$ cat src/rtl/hour_counter_if.sv
// rtl/hour_counter_if.sv - hour stage signal bundle: minute tick, load/set controls, hour/BCD/databus outputs
// HOUR_12H_EN adds the pm flag to the bundle.
interface hour_counter_if #(
  parameter int WIDTH = 5
);
  logic             min_tick;
  logic             load;
  logic [WIDTH-1:0] data;
  logic             enable;
  logic             set_mode;
  logic             inc;
  logic             dec;
  logic [WIDTH-1:0] hour;
  logic [1:0]       hour_tens;
  logic [3:0]       hour_ones;
  logic [WIDTH-1:0] databus;
  logic             day_carry;
  logic             load_err;
`ifdef HOUR_12H_EN
  logic             pm;

  modport master (
    output min_tick, load, data, enable, set_mode, inc, dec,
    input  hour, hour_tens, hour_ones, databus, day_carry, load_err, pm
  );
  modport slave (
    input  min_tick, load, data, enable, set_mode, inc, dec,
    output hour, hour_tens, hour_ones, databus, day_carry, load_err, pm
  );
`else
  modport master (
    output min_tick, load, data, enable, set_mode, inc, dec,
    input  hour, hour_tens, hour_ones, databus, day_carry, load_err
  );
  modport slave (
    input  min_tick, load, data, enable, set_mode, inc, dec,
    output hour, hour_tens, hour_ones, databus, day_carry, load_err
  );
`endif
endinterface

$ cat src/rtl/hour_counter.sv
// rtl/hour_counter.sv - hour stage: counts minute wraps 0..MAX_HOUR, load, manual set, BCD, databus, day carry
// Define HOUR_12H_EN for 12-hour BCD display and the pm output.
module hour_counter #(
  parameter int MAX_HOUR = 23,
  parameter int WIDTH    = 5
) (
  input  logic         clk,
  input  logic         clear,
  hour_counter_if.slave bus
);

  typedef enum logic {
    RUN = 1'b0,
    SET = 1'b1
  } state_t;

  localparam logic [WIDTH-1:0] MAX_V = WIDTH'(MAX_HOUR);
  localparam logic [WIDTH-1:0] ONE_V = WIDTH'(1);

  state_t           state_q, state_d;
  logic [WIDTH-1:0] hour_q, hour_d;
  logic             carry_q, carry_d;
  logic             err_q, err_d;
  logic [WIDTH-1:0] disp;
  logic [WIDTH-1:0] ones_w;

  always_ff @(posedge clk) begin
    if (clear) begin
      state_q <= RUN;
      hour_q  <= '0;
      carry_q <= 1'b0;
      err_q   <= 1'b0;
    end else begin
      state_q <= state_d;
      hour_q  <= hour_d;
      carry_q <= carry_d;
      err_q   <= err_d;
    end
  end

  // The action on an edge follows state_q; the new mode only applies from the next edge.
  always_comb begin
    state_d = bus.set_mode ? SET : RUN;
    hour_d  = hour_q;
    carry_d = 1'b0;
    err_d   = 1'b0;
    if (bus.load) begin
      if (bus.data <= MAX_V) begin
        hour_d = bus.data;
      end else begin
        err_d = 1'b1;
      end
    end else begin
      case (state_q)
        RUN: begin
          if (bus.min_tick) begin
            if (hour_q == MAX_V) begin
              hour_d  = '0;
              carry_d = 1'b1;
            end else begin
              hour_d = hour_q + ONE_V;
            end
          end
        end
        SET: begin
          if (bus.inc && !bus.dec) begin
            hour_d = (hour_q == MAX_V) ? '0 : hour_q + ONE_V;
          end else if (bus.dec && !bus.inc) begin
            hour_d = (hour_q == '0) ? MAX_V : hour_q - ONE_V;
          end
        end
        default: hour_d = hour_q;
      endcase
    end
  end

`ifdef HOUR_12H_EN
  always_comb begin
    if (hour_q == '0) begin
      disp = WIDTH'(12);
    end else if (hour_q > WIDTH'(12)) begin
      disp = hour_q - WIDTH'(12);
    end else begin
      disp = hour_q;
    end
  end

  assign bus.pm = (hour_q >= WIDTH'(12));
`else
  assign disp = hour_q;
`endif

  always_comb begin
    if (disp >= WIDTH'(20)) begin
      bus.hour_tens = 2'd2;
      ones_w        = disp - WIDTH'(20);
    end else if (disp >= WIDTH'(10)) begin
      bus.hour_tens = 2'd1;
      ones_w        = disp - WIDTH'(10);
    end else begin
      bus.hour_tens = 2'd0;
      ones_w        = disp;
    end
  end

  assign bus.hour_ones = 4'(ones_w);
  assign bus.hour      = hour_q;
  assign bus.databus   = bus.enable ? hour_q : '0;
  assign bus.day_carry = carry_q;
  assign bus.load_err  = err_q;

endmodule

$ cat src/flat_wrapper.sv
// flat-port wrapper written by rule: the top's interface ports become plain ports
module hour_counter_flat 
#(
  parameter int MAX_HOUR = 23,
  parameter int WIDTH    = 5
)
  (clk, clear, bus_min_tick, bus_load, bus_data, bus_enable, bus_set_mode, bus_inc, bus_dec, bus_hour, bus_hour_tens, bus_hour_ones, bus_databus, bus_day_carry, bus_load_err);
  hour_counter_if #(.WIDTH(WIDTH)) bus_i ();
  input  logic clk;
  input  logic clear;
  input wire logic [$bits(bus_i.min_tick)-1:0] bus_min_tick;
  input wire logic [$bits(bus_i.load)-1:0] bus_load;
  input wire logic [$bits(bus_i.data)-1:0] bus_data;
  input wire logic [$bits(bus_i.enable)-1:0] bus_enable;
  input wire logic [$bits(bus_i.set_mode)-1:0] bus_set_mode;
  input wire logic [$bits(bus_i.inc)-1:0] bus_inc;
  input wire logic [$bits(bus_i.dec)-1:0] bus_dec;
  output wire logic [$bits(bus_i.hour)-1:0] bus_hour;
  output wire logic [$bits(bus_i.hour_tens)-1:0] bus_hour_tens;
  output wire logic [$bits(bus_i.hour_ones)-1:0] bus_hour_ones;
  output wire logic [$bits(bus_i.databus)-1:0] bus_databus;
  output wire logic [$bits(bus_i.day_carry)-1:0] bus_day_carry;
  output wire logic [$bits(bus_i.load_err)-1:0] bus_load_err;
  assign bus_i.min_tick = bus_min_tick;
  assign bus_i.load = bus_load;
  assign bus_i.data = bus_data;
  assign bus_i.enable = bus_enable;
  assign bus_i.set_mode = bus_set_mode;
  assign bus_i.inc = bus_inc;
  assign bus_i.dec = bus_dec;
  assign bus_hour = bus_i.hour;
  assign bus_hour_tens = bus_i.hour_tens;
  assign bus_hour_ones = bus_i.hour_ones;
  assign bus_databus = bus_i.databus;
  assign bus_day_carry = bus_i.day_carry;
  assign bus_load_err = bus_i.load_err;
  hour_counter #(.MAX_HOUR(MAX_HOUR), .WIDTH(WIDTH)) u_core (.clk(clk), .clear(clear), .bus(bus_i));
endmodule
$ cat config.mk
export PLATFORM = sky130hd
export DESIGN_NAME = hour_counter_flat
export DESIGN_NICKNAME = d
export VERILOG_FILES = /design/src/rtl/hour_counter_if.sv /design/src/rtl/hour_counter.sv /design/src/flat_wrapper.sv
export SDC_FILE = /design/constraint.sdc
export NUM_CORES = 1
export LEC_CHECK = 0
export ABC_AREA = 1
export ABC_CLOCK_PERIOD_IN_PS = 2009
export BUFFER_PORTS_ARGS = -buffer_cell sky130_fd_sc_hd__buf_2
export CAP_MARGIN = 0
export CORE_MARGIN = 5
export CORE_UTILIZATION = 49
export DETAILED_ROUTE_END_ITERATION = 8
export GPL_TIMING_DRIVEN = 0
export PLACE_DENSITY = 0.79
export SLEW_MARGIN = 5
export SYNTH_ARGS = -nofsm -noshare
export SYNTH_HDL_FRONTEND = slang
export SYNTH_SLANG_ARGS = --single-unit
export TNS_END_PERCENT = 1
$ cat constraint.sdc
create_clock -name clk -period 2.01 [get_ports clk]
set_input_delay 0.1005 -clock clk [delete_from_list [all_inputs] [get_ports clk]]
set_output_delay 0.1005 -clock clk [all_outputs]
set_load 0.01 [all_outputs]
==> impl_metrics.toml, run 1 <==
[status]
status = "finished, final reports clean"

[timing]
timing.fmax_mhz = 531.0
skew_ps = 1.474
finalSetupTns_ps = 0
fin_crit_sh_pct = 93.69
hold_viol_final = 0
setup_viol = 0
worst_slew_pin_slew_ps = 355.9
period_minus_slack_ps = 1883
maxSlewViolCount = 0
max-slew-margin-rel_pct = 76.24

[placement]
port_buffers = 30
place_area_um2 = 1057
globalplace.congestion = 0.8276
dpl.hpwl_um = 1631

[critical_path]
crit_required_ps = 1910
rr_startpoint = "u_core.bus.hour[0]"
rr_worst_depth = 10
start_kind = "flop"
r2r-end = "u_core.bus.hour[4]"
worstPathArrival_ps = 1780
crit_fanout = 12
regToRegSetupSlack_ps = 410
critPathCaptureType = "primary output"
critPathKind = "reg2out"

[final_layout]
drive_gt1_share_pct = 32.00
postLayoutCoreUtil_pct = 63.37
area_growth_pct = 23.57
nNetsFinal = 201
diodes = 0
final_area_um2 = 1082

[synthesis]
synth_area_leaders = "nand2_1 (21%), dfxtp_1 (18%), ha_1 (16%)"
synthCells = 142
synth_seq_cells = 8
syn_area_um2 = 875.8
syn_nets = 166
ys_types = 22
syn_area_per_cell_um2 = 6.168
yosys_warnings = 0
yosys.area.top_type = "nand2_1"
synth_seq_area_share_pct = 18.29
synth.top_cell.area_share_pct = 20.57

[clocking]
root_buffer = "clkbuf_4"
cts_max_level = 1
cts_sinks = 8
cts_hold_buf = 0
cts_tree = "yes"
clock_latency_ps = 250
clk_pin_slew_ps = 60
cts_buffer_depth = 2
cts_made_buffers = 3

[drt]
first_iter_violations = 9
wl_per_cell_um = 10.20
postRouteAntennaNets = 0
vias = 940
route.detailed.drc = 0
first_pass_iters = 4
drt-total-wl_um = 2040
viasPerCell = 4.700

[global_route]
grt_pass1_wl_um = 3470
grt_use_total_pct = 16.65
grt_max_degree = 13
gr-total-overflow = 0
antenna_found_initial = 0
grt_pass1_vias = 817

[power_and_ir_drop]
peakVddDrop_v = 0.0003264
power.leakage_nw = 0.6666
p_per_area_nw_per_um2 = 545.8

[floorplanning]
io-pin-count = 31
die_h_um = 52.28
initial_core_util_pct = 51.28
dieArea_um2 = 2733
die_w_um = 52.28
rows = 15
coreArea_um2 = 1708

[worst_hold_path]
min_path_type = "in2reg"
hold_start = "bus_set_mode"
holdPathStages = 3
min_to = "u_core.state_q"

[flow_run]
cap_violations = 0
[through the flow]
stage	total power, mW	setup WS (ps)	hold WS (ps)	cells
CTS	0.5972	24.38	49.90	200
global placement	0.4623	230.7	314.2	197
global route	0.6469	-5.561	54.13	200
finish	0.5907	126.8	53.79	200
floorplan	0.3842	420.7	162.9	142
detailed placement	0.4702	191.3	321.1	197
[power by group]
group / switching [mW] / internal [mW]
Clock: 0.0560 / 0.0684
Combinational: 0.157 / 0.113
Sequential: 0.0248 / 0.171
[cell usage in the layout (no fill, tap or decap), types with 2 or more instances in the layout]
master     n
inv_2      6
buf_2     30
dfxtp_2    2
dfxtp_1    6
nand2_4    3
nand3_2    2
nand2_1   48
nor2_1    12
o21ai_1    4
a21oi_2    2
nand3_1   16
nand2_2    3
inv_1     15
clkbuf_4   3
a21oi_1    3
ha_1      11
[synthesized netlist by cell type]
library cell   n
nand2_1       48
nand3_1       16
inv_1         15
nor2_1        12
ha_1          11
dfxtp_1        8
inv_2          6
o21ai_1        4
a21oi_1        3
nand2_2        3
nand2_4        3
a21oi_2        2
nand3_2        2
buf_4          1
buf_6          1
nand4_1        1
nor2_2         1
o21ai_0        1
o21ai_2        1
or2_1          1
or2_4          1
xor2_1         1
[critical path: stages (launching register included)]
cell	delay, ps
dfxtp_2	480
inv_2	130
ha_1	250
or2_4	280
nand2_4	70
nand2_2	60
xor2_1	130
buf_2	140
[cells by family (layout without fill, tap and decap cells)]
logic type,after synthesis,after routing,share of synthesized area (%)
simple gates,88,88,46.29
buf+inv,23,56,11.14
fa+ha+maj,11,11,15.71
compound gates,11,11,7.571
flops,8,8,18.29
xor+xnor,1,1,1.000
[layer usage]
metal  vias up  share of wire [%]  GRT usage (%)
met5         -                  0              0
met4         0                1.0          2.553
met3         2                5.9          4.558
met2        27                 46          29.29
met1       402                 47          20.45
li1        509                  -              -
[flip-flops by register name, summed over array words and instances, names as in the netlist]
| name | cells |
|---|---|
| u_core.bus.day_carry | 1 |
| u_core.bus.hour | 5 |
| u_core.state_q | 1 |
| u_core.bus.load_err | 1 |
[cell type report]
| type | instances | area, um2 |
|---|---|---|
| sequential | 8 | 162.7 |
| fill | 157 | 625.6 |
| tap | 25 | 31.28 |
| multi-input combinational | 111 | 618.1 |
| clock buffer | 3 | 22.52 |
| buffer | 2 | 18.77 |
| inverter | 21 | 78.83 |
| timing repair buffer | 30 | 150.1 |
[worst max-delay path by stage]
| stage | from | endpoint | slack, ps | cells after the start |
|---|---|---|---|---|
| 2_1_floorplan | u_core.bus.hour[2] | bus_hour_ones[1] | 420 | 6 |
| 3_3_place_gp | u_core.bus.hour[2] | bus_hour_ones[1] | 230 | 7 |
| 3_5_place_dp | u_core.bus.hour[2] | bus_hour_ones[1] | 190 | 7 |
| 4_1_cts | u_core.bus.hour[1] | bus_hour_ones[1] | 20 | 7 |
| 5_1_grt | u_core.bus.hour[0] | bus_hour_ones[2] | -6 | 8 |
| 6_report | u_core.bus.hour[2] | bus_hour_ones[1] | 130 | 7 |
[what timing repair did]
item / CTS / global route
pin swaps: 0 / 0
setup buffers: 0 / 0
resized for setup: 1 / 1
endpoints found under the setup margin: 2 / 2
hold endpoints to repair: 0 / 0
No activity file was read; power rests on OpenSTA's default activity.
==> run 2: changes to the inputs <==
Settings changed: PLACE_DENSITY 0.79 to 0.82.
==> run 2 against run 1 <==
  * Largest cell class unchanged
  * Sequential power is essentially flat
  * Critical path depth did not move
  * Worst setup slack better by 17 ps
  * Clock power decreased by 4%
  * Non-clock buffer count is the same
  * Wire length fell by 1.4%
  * First-iteration DRC count increased by 56%
  * Highest routed layer is now met3
  * Largest power group unchanged
==> impl_metrics.toml, run 2 (synthesis results as in run 1) <==
[drt]
first_iter_violations = 14
viasPerCell = 4.805
drt-total-wl_um = 2012
wl_per_cell_um = 10.06
first_pass_iters = 4
postRouteAntennaNets = 0
route.detailed.drc = 0
vias = 961

[power_and_ir_drop]
peakVddDrop_v = 0.0004361
power.leakage_nw = 0.6669
power.total_mw = 0.5848
p_per_area_nw_per_um2 = 539.7

[clocking]
clock_latency_ps = 250
cts_buffer_depth = 2
cts_sinks = 8
cts_made_buffers = 3
cts_tree = "yes"
root_buffer = "clkbuf_4"
cts_hold_buf = 0
cts_max_level = 1
clk_pin_slew_ps = 50

[global_route]
grt_pass1_wl_um = 3387
grt_max_degree = 13
grt_pass1_vias = 855
grt_use_total_pct = 16.00
gr-total-overflow = 0
antenna_found_initial = 0

[timing]
hold_viol_final = 0
setup_viol = 0
rsz0062_at_grt = "no"
fin_crit_sh_pct = 92.84
period_minus_slack_ps = 1866
timing.fmax_mhz = 535.9
max-slew-margin-rel_pct = 78.66
finalSetupTns_ps = 0
skew_ps = 5.609
maxSlewViolCount = 0
worst_slew_pin_slew_ps = 319.7

[floorplanning]
coreArea_um2 = 1708
initial_core_util_pct = 51.28
die_w_um = 52.28
rows = 15
io-pin-count = 31
dieArea_um2 = 2733
die_h_um = 52.28

[final_layout]
nNetsFinal = 201
largest_register_ffs = 5
seqCellArea_um2 = 163.9
area_growth_pct = 23.71
final_common_cell = "nand2_1"
diodes = 0
fill_cells = 161
final_cell_mix = "nand2_1 (48), buf_2 (30), nand3_1 (16), inv_1 (15), nor2_1 (12)"
drive_gt1_share_pct = 32.57
multi_input_area_um2 = 618.1
postLayoutCoreUtil_pct = 63.44

[critical_path]
start_kind = "flop"
rr_worst_depth = 10
regToRegSetupSlack_ps = 450
crit_fanout = 12
crit_required_ps = 1910
crit_start = "u_core.bus.hour[2]"
critPathCaptureType = "primary output"
cp-endpoint = "bus_hour_ones[1]"
worstPathArrival_ps = 1770
r2r-end = "u_core.bus.hour[4]"
rr_startpoint = "u_core.bus.hour[3]"
critPathKind = "reg2out"

[status]
status = "finished, final reports clean"

[placement]
dpl.hpwl_um = 1635
globalplace.congestion = 0.8368
port_buffers = 30

[flow_run]
cap_violations = 0

[worst_hold_path]
min_path_type = "in2reg"
==> run 2: cell types whose count changed in the layout (fill, tap and decap cells not counted) <==
| cell | before | now |
|---|---|---|
| dfxtp_2 | 2 | 3 |
| dfxtp_1 | 6 | 5 |
==> run 2: stage by stage <==
stage          setup slack (ps)  hold slack [ps]  area, um2  cells
3_3_place_gp              270.3            300.1       1057    197
6_report                  143.9            51.58       1084    200
4_1_cts                   72.37            50.97       1081    200
3_5_place_dp              236.7            310.6       1057    197
5_1_grt                   35.11            86.99       1084    200
2_1_floorplan             420.7            162.9      875.8    142
==> run 2: worst min-delay path by stage <==
stage / from / end / depth (start not counted)
2_1_floorplan: clear / u_core.bus.hour[3] / 1
3_3_place_gp: bus_set_mode / u_core.state_q / 3
3_5_place_dp: bus_set_mode / u_core.state_q / 3
4_1_cts: bus_set_mode / u_core.state_q / 3
5_1_grt: clear / u_core.bus.hour[3] / 2
6_report: bus_set_mode / u_core.state_q / 3
==> run 2: critical path: stages, from the launching register on <==
cell and delay [ps]:
dfxtp_2 470, inv_2 130, ha_1 240, or2_4 280
nand2_4 70, nand2_2 60, xor2_1 130, buf_2 140
==> run 2: layer usage <==
layer,vias to the layer above,part of all wire (%),GRT usage (%)
li1,508,-,-
met1,421,43,17.87
met2,32,50,29.71
met3,0,7.0,3.704
met4,0,0,4.681
met5,-,0,0
==> run 2: power by group <==
group          total [mW]  internal [mW]  leakage [nW]  switching (mW)
Clock               0.119         0.0681        0.0138          0.0509
Combinational       0.269          0.113         0.586           0.157
Sequential          0.196          0.172        0.0669          0.0246
==> run 2: area by class of cell <==
class / instances / share of cell area (%)
Buffer: 2 / 1.732
Clock buffer: 3 / 2.079
Inverter: 21 / 7.275
Multi-Input combinational cell: 111 / 57.04
Sequential cell: 8 / 15.13
Tap cell: 25 / 2.887
Timing Repair Buffer: 30 / 13.86
==> run 2: what timing repair did <==
action / in CTS / in global routing
setup endpoints to repair: 2 / 2
gates resized for setup: 1 / 2
setup buffers: 0 / 0
